--- src/rtl/riscv_pkg.sv ---
// Shared RV32I definitions used by the fetch unit and the main decode controller.
//   - opcode constants for the instruction classes the controller decodes
//   - PCSrc encodings driven by the controller into the fetch unit
//   - canonical NOP word (addi x0, x0, 0) loaded on reset
//   - fetch FSM state encoding
package riscv_pkg;

    localparam logic [6:0] R_TYPE    = 7'b0110011;
    localparam logic [6:0] LOAD      = 7'b0000011;
    localparam logic [6:0] IMMEDIATE = 7'b0010011;
    localparam logic [6:0] JALR      = 7'b1100111;
    localparam logic [6:0] STORE     = 7'b0100011;
    localparam logic [6:0] JAL       = 7'b1101111;
    localparam logic [6:0] BRANCH    = 7'b1100011;
    localparam logic [6:0] LUI       = 7'b0110111;

    typedef enum logic [1:0] {
        PCSRC_PLUS4  = 2'b00,
        PCSRC_TARGET = 2'b01,
        PCSRC_JALR   = 2'b10,
        PCSRC_RSVD   = 2'b11
    } pcsrc_e;

    localparam logic [31:0] NOP_INSTR = 32'h0000_0013;

    typedef enum logic [2:0] {
        ST_IDLE  = 3'd0,
        ST_FETCH = 3'd1,
        ST_WAIT  = 3'd2,
        ST_ISSUE = 3'd3,
        ST_HALT  = 3'd4
    } fetch_state_e;

endpackage

--- src/rtl/pc_next_logic.sv ---
// Next-PC selection for the fetch unit (purely combinational).
//   pc, pc_src, imm_ext, alu_result -> next_pc, misaligned
// The reserved PCSrc code falls back to sequential flow. The JALR target has
// bit 0 cleared; bit 1 is left as-is so a bad JALR target is flagged.
module pc_next_logic
    import riscv_pkg::*;
(
    input  logic [31:0] pc,
    input  logic [1:0]  pc_src,
    input  logic [31:0] imm_ext,
    input  logic [31:0] alu_result,
    output logic [31:0] next_pc,
    output logic        misaligned
);

    always_comb begin
        next_pc = pc + 32'd4;
        case (pcsrc_e'(pc_src))
            PCSRC_TARGET: next_pc = pc + imm_ext;
            PCSRC_JALR:   next_pc = {alu_result[31:1], 1'b0};
            default:      next_pc = pc + 32'd4;
        endcase
    end

    assign misaligned = |next_pc[1:0];

endmodule

--- src/rtl/instr_fetch_unit.sv ---
// Fetch stage ahead of the RV32I decode controller.
// Holds the PC, fetches one word at a time over a req/ready memory port,
// presents the latched instruction for one or more ISSUE cycles and then
// steps the PC using the controller's PCSrc.
//   clk, rst_n                 core clock, async active-low reset
//   imem_req/addr/ready/rdata  variable-latency instruction memory port
//   stall                      holds ISSUE (PC and instruction frozen)
//   PCSrc, ImmExt, ALUResult   next-PC select and operands from controller
//   instr_valid, instr, opcode, func3, func7, pc, pc_plus4  to controller
//   fault                      sticky: misaligned target or fetch timeout
module instr_fetch_unit
    import riscv_pkg::*;
#(
    parameter logic [31:0] RESET_PC = 32'h0000_0000,
    parameter int          TIMEOUT  = 16
) (
    input  logic        clk,
    input  logic        rst_n,
    output logic        imem_req,
    output logic [31:0] imem_addr,
    input  logic        imem_ready,
    input  logic [31:0] imem_rdata,
    input  logic        stall,
    input  logic [1:0]  PCSrc,
    input  logic [31:0] ImmExt,
    input  logic [31:0] ALUResult,
    output logic        instr_valid,
    output logic [31:0] instr,
    output logic [6:0]  opcode,
    output logic [2:0]  func3,
    output logic [6:0]  func7,
    output logic [31:0] pc,
    output logic [31:0] pc_plus4,
    output logic        fault
);

    localparam int CW = $clog2(TIMEOUT + 1);

    fetch_state_e   state_q, state_d;
    logic [31:0]    pc_q, pc_d;
    logic [31:0]    instr_q, instr_d;
    logic           fault_q, fault_d;
    logic [CW-1:0]  wait_cnt_q, wait_cnt_d;
    logic [CW-1:0]  wait_cnt_inc;
    logic [31:0]    next_pc;
    logic           misaligned;

    pc_next_logic u_pc_next (
        .pc         (pc_q),
        .pc_src     (PCSrc),
        .imm_ext    (ImmExt),
        .alu_result (ALUResult),
        .next_pc    (next_pc),
        .misaligned (misaligned)
    );

    // wait_cnt counts request cycles that went unanswered, FETCH included.
    assign wait_cnt_inc = wait_cnt_q + 1'b1;

    always_comb begin
        state_d    = state_q;
        pc_d       = pc_q;
        instr_d    = instr_q;
        fault_d    = fault_q;
        wait_cnt_d = wait_cnt_q;
        case (state_q)
            ST_IDLE: state_d = ST_FETCH;
            ST_FETCH: begin
                if (imem_ready) begin
                    instr_d = imem_rdata;
                    state_d = ST_ISSUE;
                end else begin
                    wait_cnt_d = CW'(1);
                    state_d    = ST_WAIT;
                end
            end
            ST_WAIT: begin
                if (imem_ready) begin
                    instr_d = imem_rdata;
                    state_d = ST_ISSUE;
                end else begin
                    wait_cnt_d = wait_cnt_inc;
                    if (wait_cnt_inc >= CW'(TIMEOUT)) begin
                        fault_d = 1'b1;
                        state_d = ST_HALT;
                    end
                end
            end
            ST_ISSUE: begin
                if (!stall) begin
                    if (misaligned) begin
                        fault_d = 1'b1;
                        state_d = ST_HALT;
                    end else begin
                        pc_d    = next_pc;
                        state_d = ST_FETCH;
                    end
                end
            end
            ST_HALT: state_d = ST_HALT;
            default: state_d = ST_IDLE;
        endcase
    end

    always_ff @(posedge clk or negedge rst_n) begin
        if (!rst_n) begin
            state_q    <= ST_IDLE;
            pc_q       <= RESET_PC;
            instr_q    <= NOP_INSTR;
            fault_q    <= 1'b0;
            wait_cnt_q <= '0;
        end else begin
            state_q    <= state_d;
            pc_q       <= pc_d;
            instr_q    <= instr_d;
            fault_q    <= fault_d;
            wait_cnt_q <= wait_cnt_d;
        end
    end

    // Request is a pure decode of the state register, so it drops the
    // instant reset is asserted and the address (pc_q) cannot move under it.
    assign imem_req    = (state_q == ST_FETCH) || (state_q == ST_WAIT);
    assign imem_addr   = pc_q;
    assign instr_valid = (state_q == ST_ISSUE);
    assign instr       = instr_q;
    assign opcode      = instr_q[6:0];
    assign func3       = instr_q[14:12];
    assign func7       = instr_q[31:25];
    assign pc          = pc_q;
    assign pc_plus4    = pc_q + 32'd4;
    assign fault       = fault_q;

endmodule
--- config.mk ---
export PLATFORM = sky130hd
export DESIGN_NAME = instr_fetch_unit
export DESIGN_NICKNAME = d
export VERILOG_FILES = /design/src/rtl/riscv_pkg.sv /design/src/rtl/pc_next_logic.sv /design/src/rtl/instr_fetch_unit.sv
export SDC_FILE = /design/constraint.sdc
export NUM_CORES = 1
export LEC_CHECK = 0
export ABC_AREA = 1
export BUFFER_PORTS_ARGS = -buffer_cell sky130_fd_sc_hd__buf_2
export CORE_MARGIN = 4
export CORE_UTILIZATION = 40
export CTS_CLUSTER_DIAMETER = 30
export DETAILED_ROUTE_END_ITERATION = 8
export GPL_ROUTABILITY_DRIVEN = 1
export MAX_ROUTING_LAYER = met4
export PLACE_DENSITY = 0.66
export SYNTH_ARGS = -nofsm -noshare
export SYNTH_HDL_FRONTEND = slang
export SYNTH_SLANG_ARGS = --single-unit
export TNS_END_PERCENT = 20
--- constraint.sdc ---
create_clock -name clk -period 2.7 [get_ports clk]
set_input_delay 0.135 -clock clk [delete_from_list [all_inputs] [get_ports clk]]
set_output_delay 0.135 -clock clk [all_outputs]
set_load 0.01 [all_outputs]
Yosys cells after proc, flatten, opt, wreduce, memory -nomap -nowiden
Index checks and enable logic that the tools add are counted.
{"block": "totals", "ff_bits": 73, "n_memories": 0, "latchBits": 0, "ramBits": 0, "mem_bits_ro": 0, "input_bits": 102}
{"block": "classes", "bitwise_logic": 2, "n_reduce_logical": 11, "magnitude_cmp": 1, "shift": 0, "muxes": 15, "addsub": 3, "n_mul": 0, "n_eq_ne": 12, "n_div": 0}
{"cell": "32-bit case mux with 2 select lines", "count": 1}
{"cell": "32-bit by 3-bit adder with 32-bit output (second input constant)", "count": 1}
{"cell": "32-bit adder", "count": 1}
{"cell": "3-bit case mux with 5 select lines", "count": 1}
{"cell": "3-bit two-way mux", "count": 4}
{"cell": "5-bit two-way mux", "count": 2}
{"cell": "5-bit case mux with 2 select lines", "count": 1}
{"cell": "2-bit inequality test (second input constant)", "count": 4}
{"cell": "3-bit by 2-bit equality test with 1-bit output (second input constant)", "count": 2}
{"cell": "3-bit AND reduction", "count": 2}
{"cell": "5-bit by 1-bit adder with 5-bit output (second input constant)", "count": 1}
{"cell": "5-bit >= comparator (second input constant)", "count": 1}
{"cell": "1-bit two-way mux", "count": 5}
{"cell": "5-bit AND reduction", "count": 1}
{"cell": "2-bit AND reduction", "count": 2}
{"cell": "2-bit nonzero test", "count": 2}
{"cell": "2-bit OR reduction", "count": 2}
{"cell": "3-bit by 1-bit equality test with 1-bit output (second input constant)", "count": 1}
{"cell": "3-bit equality test (second input constant)", "count": 1}
{"cell": "3-bit zero test", "count": 1}
{"cell": "3-bit inequality test (second input constant)", "count": 1}
{"cell": "2-bit by 1-bit equality test with 1-bit output (second input constant)", "count": 1}
{"cell": "2-bit equality test (second input constant)", "count": 1}
{"cell": "2-bit by 1-bit inequality test with 1-bit output (second input constant)", "count": 1}
{"cell": "other kinds (3)", "count": 4}

Longest topological paths before layout
Gate-level depths: netlist (run 1).
{"block": "logic_depth", "depth_word": 6, "mapped_depth": 17}

By module
Synthesis (run 1) repeated with hierarchy kept, for this count alone.
{"block": "unflattened", "cells_unflattened": 1299, "hier_area_um2": 7972.6}
{"mod": "instr_fetch_unit", "area_per_inst_um2": 4335.4, "cells_per_inst": 565, "n_inst": 1}
{"mod": "pc_next_logic", "area_per_inst_um2": 3637.2, "cells_per_inst": 734, "n_inst": 1}

Least setup slack after synthesis (run 1)
Ideal clock, no wire load.
{"block": "synth_path", "path_kind": "reg-to-reg", "start": "reg pc_q[0], in the netlist imem_addr[0]", "end": "reg pc_q[21], in the netlist imem_addr[21]", "setup_slack_ps": 523, "synth_period_minus_slack_ps": 2177, "n_path_buf": 1, "arrival_time_ps": 2112, "path_stages_with_launch": 15, "cell_sequence": "dfrtp_1 ha_1 inv_1 fa_1 inv_1 o21ai_1 and2_1 a31o_1 nand2_1 nor2_4 buf_2 o21ai_0 inv_1 nand2_1 nand2_1"}
{"block": "synth_via", "elab_chain_len": 5, "elab_cells_between_ends": 6, "cone_classes": "2 x add/sub; 1 x mux; 1 x bitwise; 2 x reduce/logical"}
{"item": "from (decl)", "line_no": "instr_fetch_unit.sv:40", "text": "logic [31:0] pc_q, pc_d;"}
{"item": "from (signal assigned)", "line_no": "instr_fetch_unit.sv:114", "text": "pc_q <= pc_d;"}
{"item": "32-bit by 3-bit adder with 32-bit output or 32-bit adder (tied branches)", "line_no": "pc_next_logic.sv:21, pc_next_logic.sv:19"}
{"item": "32-bit case mux with 2 select lines (*)", "line_no": "pc_next_logic.sv:18", "text": "case (pcsrc_e'(pc_src))"}
{"item": "2-bit OR reduction", "line_no": "pc_next_logic.sv:25", "text": "assign misaligned = |next_pc[1:0];"}
{"item": "1-bit NOT (no source line)"}
{"item": "3-bit AND reduction (no source line)"}
Mark *: on every way between the ends. The rest lies on a longest branch, timed or not.
A chain may end at the register's enable or synchronous reset.

Worst setup path in the final report (run 1)
{"block": "layout_path", "start": "reg pc_q[0], in the netlist imem_addr[0]", "end": "reg pc_q[8], in the netlist imem_addr[8]"}
The elaborated chain is that of the path after synthesis.

==> results of run 1 <==
==> path summary, 6_finish.rpt <==
check / start / to / slack, ns / cells after the start
max: imem_addr[0] / imem_addr[8] / 0.23 / 14
max reg2reg: imem_addr[0] / imem_addr[8] / 0.23 / 14
min reg2reg: fault / fault / 0.48 / 2
min: imem_rdata[22] / instr[22] / 0.03 / 2
max in group asynchronous: rst_n / imem_addr[31] / 1.56 / 2
min in group asynchronous: rst_n / instr[28] / 0.50 / 2
==> state kept, by name (all words and copies together), names as in the netlist <==
name and count:
imem_addr 32, instr 32, wait_cnt_q 5, state_q 3, fault 1
==> through the flow <==
| stage | total power, mW | worst slack, ns |
|---|---|---|
| final | 9.38 | 0.229 |
| after floorplan | 5.95 | 0.523 |
| after detailed placement | 7.85 | 0.142 |
| after global placement | 7.79 | 0.196 |
| after CTS | 9.37 | 0.121 |
| after global routing | 10.1 | 0.0629 |
==> area by class of cell <==
type | instances | area (sq um)
Clock buffer | 9 | 225
Clock inverter | 7 | 141
Fill cell | 1720 | 8150
Inverter | 140 | 526
Multi-Input combinational cell | 766 | 4070
Sequential cell | 73 | 1830
Tap cell | 220 | 275
Timing Repair Buffer | 283 | 1550
==> Yosys cell counts, types with 3 or more instances <==
cell type	n
dfstp_2	3
nand2_1	347
xnor2_1	3
o21ai_1	11
nor3_2	4
ha_1	35
clkbuf_1	8
inv_2	4
o21bai_1	7
nand3_1	58
a21oi_1	63
nor3_1	11
nand3b_1	8
or2_2	4
xor2_1	16
nor2_1	77
inv_1	135
o211ai_1	9
o22ai_1	3
nor2_2	3
mux2_2	32
nor2_4	3
dfrtp_1	70
and2_1	5
buf_4	52
buf_2	9
nand2_2	4
nand4_1	10
o21ai_0	36
==> critical path, cell delays in order, from the launching register on <==
cell      delay, ns
dfrtp_1        0.41
ha_1           0.22
inv_1          0.07
fa_1           0.41
inv_1          0.06
o21ai_1        0.05
and2_1         0.13
a31o_1         0.19
nand2_1        0.12
nor2_4         0.06
buf_12         0.14
buf_4          0.13
buf_4          0.13
o211ai_1       0.08
o21ai_0        0.12
==> timing repair <==
| action | in CTS | in global routing |
|---|---|---|
| setup buffers | 0 | 3 |
| gates resized for setup | 0 | 1 |
| hold buffers | 1 | 0 |
| setup endpoints to repair | 0 | 28 |
| hold endpoints to repair | 52 | 0 |
==> logic make-up after synthesis <==
group           count (synthesis)  synth area share (%)
mux                            32                  5.22
xor+xnor                       22                  3.12
buf+inv                       211                  14.5
simple gates                  540                  33.2
fa+ha+maj                      36                  6.64
compound gates                136                  10.8
flops                          73                  26.5
==> power by group <==
part	internal [mW]	total (mW)	switching, mW	leakage (nW)
Sequential	1.62	2.15	0.531	0.887
Combinational	2.22	5.75	3.53	3.85
Clock	0.998	1.48	0.481	0.176
==> cell usage in the layout (no fill, tap or decap), types with 4 or more instances in the layout <==
cell type  netlist  layout
nand2_1        347     347
buf_2            9     247
inv_1          135     135
nor2_1          77      77
dfrtp_1         70      70
a21oi_1         63      63
nand3_1         58      58
o21ai_0         36      35
ha_1            35      35
mux2_2          32      32
buf_4           52      32
xor2_1          16      16
o21ai_1         11      12
nor3_1          11      11
nand4_1         10      10
o211ai_1         9       9
clkbuf_16        0       9
nand3b_1         8       8
o21bai_1         7       7
and2_1           5       5
or2_2            4       4
nand2_2          4       4
inv_2            4       4
nor3_2           4       4
bufinv_16        0       4
==> metal layers <==
metal | vias up | track usage (%) | share of wire [%]
met5 | - | - | 0
met3 | 36 | 4.25 | 8.9
met1 | 3479 | 33.7 | 43
met2 | 387 | 40.2 | 46
li1 | 3761 | - | -
met4 | 0 | 7.21 | 2.1
==> results.ini, run 1 <==
[power]
ir_worst_vdd_uv=766
p_leak_nw=4.92
power.density_mw_per_mm2=1090

[timing]
fin_setup_tns_ns=0
max_freq_mhz=405
hold_viol=0
fin_crit_sh_pct=91.5
clock_skew_ns=0.00786
slew_viol_final=0
worstMarginPinSlew_ns=0.968
grt_setup_unrepaired=false
timing.hold.ws_ns=0.0282
slew_headroom_pct=35.5
fin_crit_ns=2.47
finalSetupViolCount=0

[place]
placedCellCount=1478
hpwl_mm=20.1
dpl-instance-area_sq_mm=0.00820
port_buffers=248
gp_congestion=0.987

[critical_path]
crit_type=reg2reg
crit_path_start_kind=register
endpoint_kind=register
required_ns=2.90
critPathArrivalTime_ns=2.67
path_max_fanout=12

[global_routing]
grtUsageTotal_pct=25.4
grt_pass1_wl_mm=38.3
grt_max_degree=74
antenna_found_initial=0
grt_pass1_vias=7194
grt-ovfl-total=0

[synth]
synth_top_cell_by_area=dfrtp_1
syn_nets=1188
synth.cell_area_sq_mm=0.00690
synth_area_leaders=dfrtp_1 25%, nand2_1 19%, inv_1 7.3%
syn_inst=1050
synth_top_area_share_pct=25.4
synth-seq-cells=73
synth_edf_count=0
synth.distinct_cells=42
synth_async_sr_flop_share_pct=100
avgSynthCellArea_sq_um=6.57
seq_area_frac_synth_pct=26.5
yosysWarningCount=0
ys.flop_type=dfrtp_1

[clock_network]
clkTransAtPathRegs_ns=0.06
cts.path.max_buffers=2
cts_buffers=9
insertion_delay_ns=0.34
cts_tree=done
cts.sinks=73
cts_htree_levels=3
root_buffer=clkbuf_16

[route]
vias=7663
wl_per_cell_um=16.4
detail-route-antenna-nets=0
drc=0
drt_iter0_drc=616
wl_mm=24.6
routed_via_density=5.12
drtPass1Iterations=5

[floorplan]
fp-row-count=47
die_w_um=139
io_pins=250
start_util_pct=41.2
die_area_sq_mm=0.0194
core-area_sq_mm=0.0168
die_y_um=139

[run_status]
status=completed

[cells_and_area]
finalNonFillerCells=1498
final_core_util_pct=51.4
n_antenna_cell=0
area_growth_pct=24.9
drive_above_1_share_pct=28.2
nNetsFinal=1411
final_cell_area_sq_mm=0.00861

[job]
drv_cap=0

[hold_path]
hold_class=in2reg

(Power assumes the default switching activity.)
==> run 2: changes to the inputs <==
--- a/config.mk
+++ b/config.mk
@@ -7,6 +7,7 @@
 export LEC_CHECK = 0
 export ABC_AREA = 1
 export BUFFER_PORTS_ARGS = -buffer_cell sky130_fd_sc_hd__buf_2
+export CAP_MARGIN = 30
 export CORE_MARGIN = 4
 export CORE_UTILIZATION = 40
 export CTS_CLUSTER_DIAMETER = 30
@@ -14,6 +15,7 @@
 export GPL_ROUTABILITY_DRIVEN = 1
 export MAX_ROUTING_LAYER = met4
 export PLACE_DENSITY = 0.66
+export RECOVER_POWER = 25
 export SYNTH_ARGS = -nofsm -noshare
 export SYNTH_HDL_FRONTEND = slang
 export SYNTH_SLANG_ARGS = --single-unit
==> run 2 against run 1 <==
Compared with the run above: the flow now finishes with violations (capacitance limit, slew limit); worst setup slack got worse by 0.0067 ns; final cell count about the same; clock power about the same; critical path depth unchanged; routed wire length down 0.32%; via count down 0.67%; sequential power is essentially flat; utilization hardly changed; sequential cell count stayed put; sequential share of layout area is essentially flat; power fell by 0.15%; critical path type unchanged.
==> results.ini, run 2 (synthesis gave the netlist of run 1 again) <==
[run_status]
status=complete, but fails checks  ; was completed
violations=capacitance limit, slew limit

[route]
routed_via_density=5.08  ; was 5.12
vias=7612  ; was 7,663
drtPass1Iterations=5  ; unchanged
drc=0  ; unchanged
drt_iter0_drc=662  ; was 616
wl_mm=24.6  ; about the same
detail-route-antenna-nets=0  ; unchanged
wl_per_cell_um=16.4  ; about the same

[clock_network]
cts_htree_levels=3  ; unchanged
cts.path.max_buffers=2  ; unchanged
root_buffer=clkbuf_16  ; unchanged
cts_buffers=9  ; unchanged
insertion_delay_ns=0.33  ; was 0.34 ns
cts.sinks=73  ; unchanged
clkTransAtPathRegs_ns=0.06  ; about the same
cts_tree=done  ; unchanged

[critical_path]
crit_start=imem_addr[0]  ; unchanged
critPathArrivalTime_ns=2.68  ; was 2.67 ns
r2r_start=imem_addr[0]  ; unchanged
required_ns=2.90  ; about the same
path_max_fanout=12  ; unchanged
crit_type=reg2reg  ; unchanged
endpoint_kind=register  ; unchanged
crit_path_start_kind=register  ; unchanged

[timing]
worstMarginPinSlew_ns=1.84  ; was 0.968 ns
grt_setup_unrepaired=false  ; unchanged
clock_skew_ns=0.00735  ; was 0.00786 ns
hold_viol=0  ; unchanged
fin_setup_tns_ns=0  ; unchanged
fin_crit_ns=2.48  ; was 2.47 ns
fin_crit_sh_pct=91.8  ; was 91.5%
finalSetupViolCount=0  ; unchanged
slew_viol_final=73  ; was 0
slew_headroom_pct=-22.6  ; was 35.5%
max_freq_mhz=404  ; was 405 MHz

[cells_and_area]
final_core_util_pct=51.4  ; about the same
layout_common_cells=347 x nand2_1, 247 x buf_2, 135 x inv_1  ; unchanged
multi_input_area_sq_mm=0.00407  ; unchanged
drive_above_1_share_pct=28.2  ; about the same
finalNonFillerCells=1499  ; was 1,498
nNetsFinal=1412  ; was 1,411
n_antenna_cell=0  ; unchanged
layout_commonest_cell=nand2_1  ; unchanged
area_growth_pct=24.9  ; about the same
seq_area_sq_mm=0.00183  ; unchanged
fill_cells=1719  ; was 1,720
final_cell_area_sq_mm=0.00861  ; about the same

[place]
gp_congestion=0.987  ; unchanged
dpl-instance-area_sq_mm=0.00820  ; unchanged
hpwl_mm=20.1  ; unchanged
port_buffers=248  ; unchanged
placedCellCount=1478  ; unchanged

[job]
drv_cap=1  ; was 0

[floorplan]
die_area_sq_mm=0.0194  ; unchanged
die_w_um=139  ; unchanged
start_util_pct=41.2  ; unchanged
io_pins=250  ; unchanged
fp-row-count=47  ; unchanged
die_y_um=139  ; unchanged
core-area_sq_mm=0.0168  ; unchanged

[power]
ir_worst_vdd_uv=766  ; about the same
finalPower_mw=9.37  ; was 9.38 mW
power.density_mw_per_mm2=1090  ; about the same
p_leak_nw=4.92  ; about the same

[hold_path]
hp-start=imem_rdata[22]  ; unchanged
hold_class=in2reg  ; unchanged

[global_routing]
grt-ovfl-total=0  ; unchanged
grt_pass1_wl_mm=38.3  ; unchanged
grt_max_degree=74  ; unchanged
grt_pass1_vias=7194  ; unchanged
antenna_found_initial=0  ; unchanged
grtUsageTotal_pct=25.4  ; unchanged

==> run 2: final cells by class <==
cell class / instances / share of cell area, %
Timing Repair Buffer: 284 / 18.0
Sequential cell: 73 / 21.2
Clock buffer: 9 / 2.61
Tap cell: 220 / 3.20
Inverter: 140 / 6.10
Multi-Input combinational cell: 766 / 47.2
Clock inverter: 7 / 1.64
==> run 2: metal layers <==
metal	wire [um]	vias to the layer above	GRT usage (%)
met4	543	0	7.21
met1	10400	3467	33.7
met5	0	-	-
li1	-	3762	-
met2	11400	349	40.2
met3	2250	34	4.25
==> run 2: final timing paths <==
check	end	slack, ns	cells past startpoint
min reg2reg	fault	0.48	2
min in group asynchronous	fault	0.13	2
max reg2reg	imem_addr[8]	0.22	14
min	instr[22]	0.03	2
max in group asynchronous	instr[11]	0.58	3
max	imem_addr[8]	0.22	14
==> run 2: where the power goes <==
group	internal, mW	switching [mW]	total, mW
registers	1.62	0.533	2.15
logic	2.22	3.52	5.74
clock network	0.998	0.478	1.48
total	4.84	4.53	9.37
==> run 2: what timing repair did <==
item	in CTS	in global routing
setup buffers	0	3
resized for setup	0	1
endpoints found under the setup margin	0	28
hold endpoints to repair	52	0
hold buffers	1	0
==> run 2: through the flow <==
| step | hold WS [ns] | worst slack (ns) |
|---|---|---|
| 2_1_floorplan | -0.161 | 0.523 |
| 3_3_place_gp | 0.345 | 0.196 |
| 3_5_place_dp | 0.346 | 0.142 |
| 4_1_cts | 0.0188 | 0.121 |
| 5_1_grt | 0.0177 | 0.0629 |
| 6_report | 0.0301 | 0.223 |
==> run 2: worst max-delay path, stage by stage, from the launching register on <==
cell	delay, ns
dfrtp_1	0.41
ha_1	0.22
inv_1	0.07
fa_1	0.41
inv_1	0.06
o21ai_1	0.05
and2_1	0.13
a31o_1	0.19
nand2_1	0.12
nor2_4	0.06
buf_12	0.15
buf_4	0.13
buf_4	0.13
o211ai_1	0.08
o21ai_0	0.13
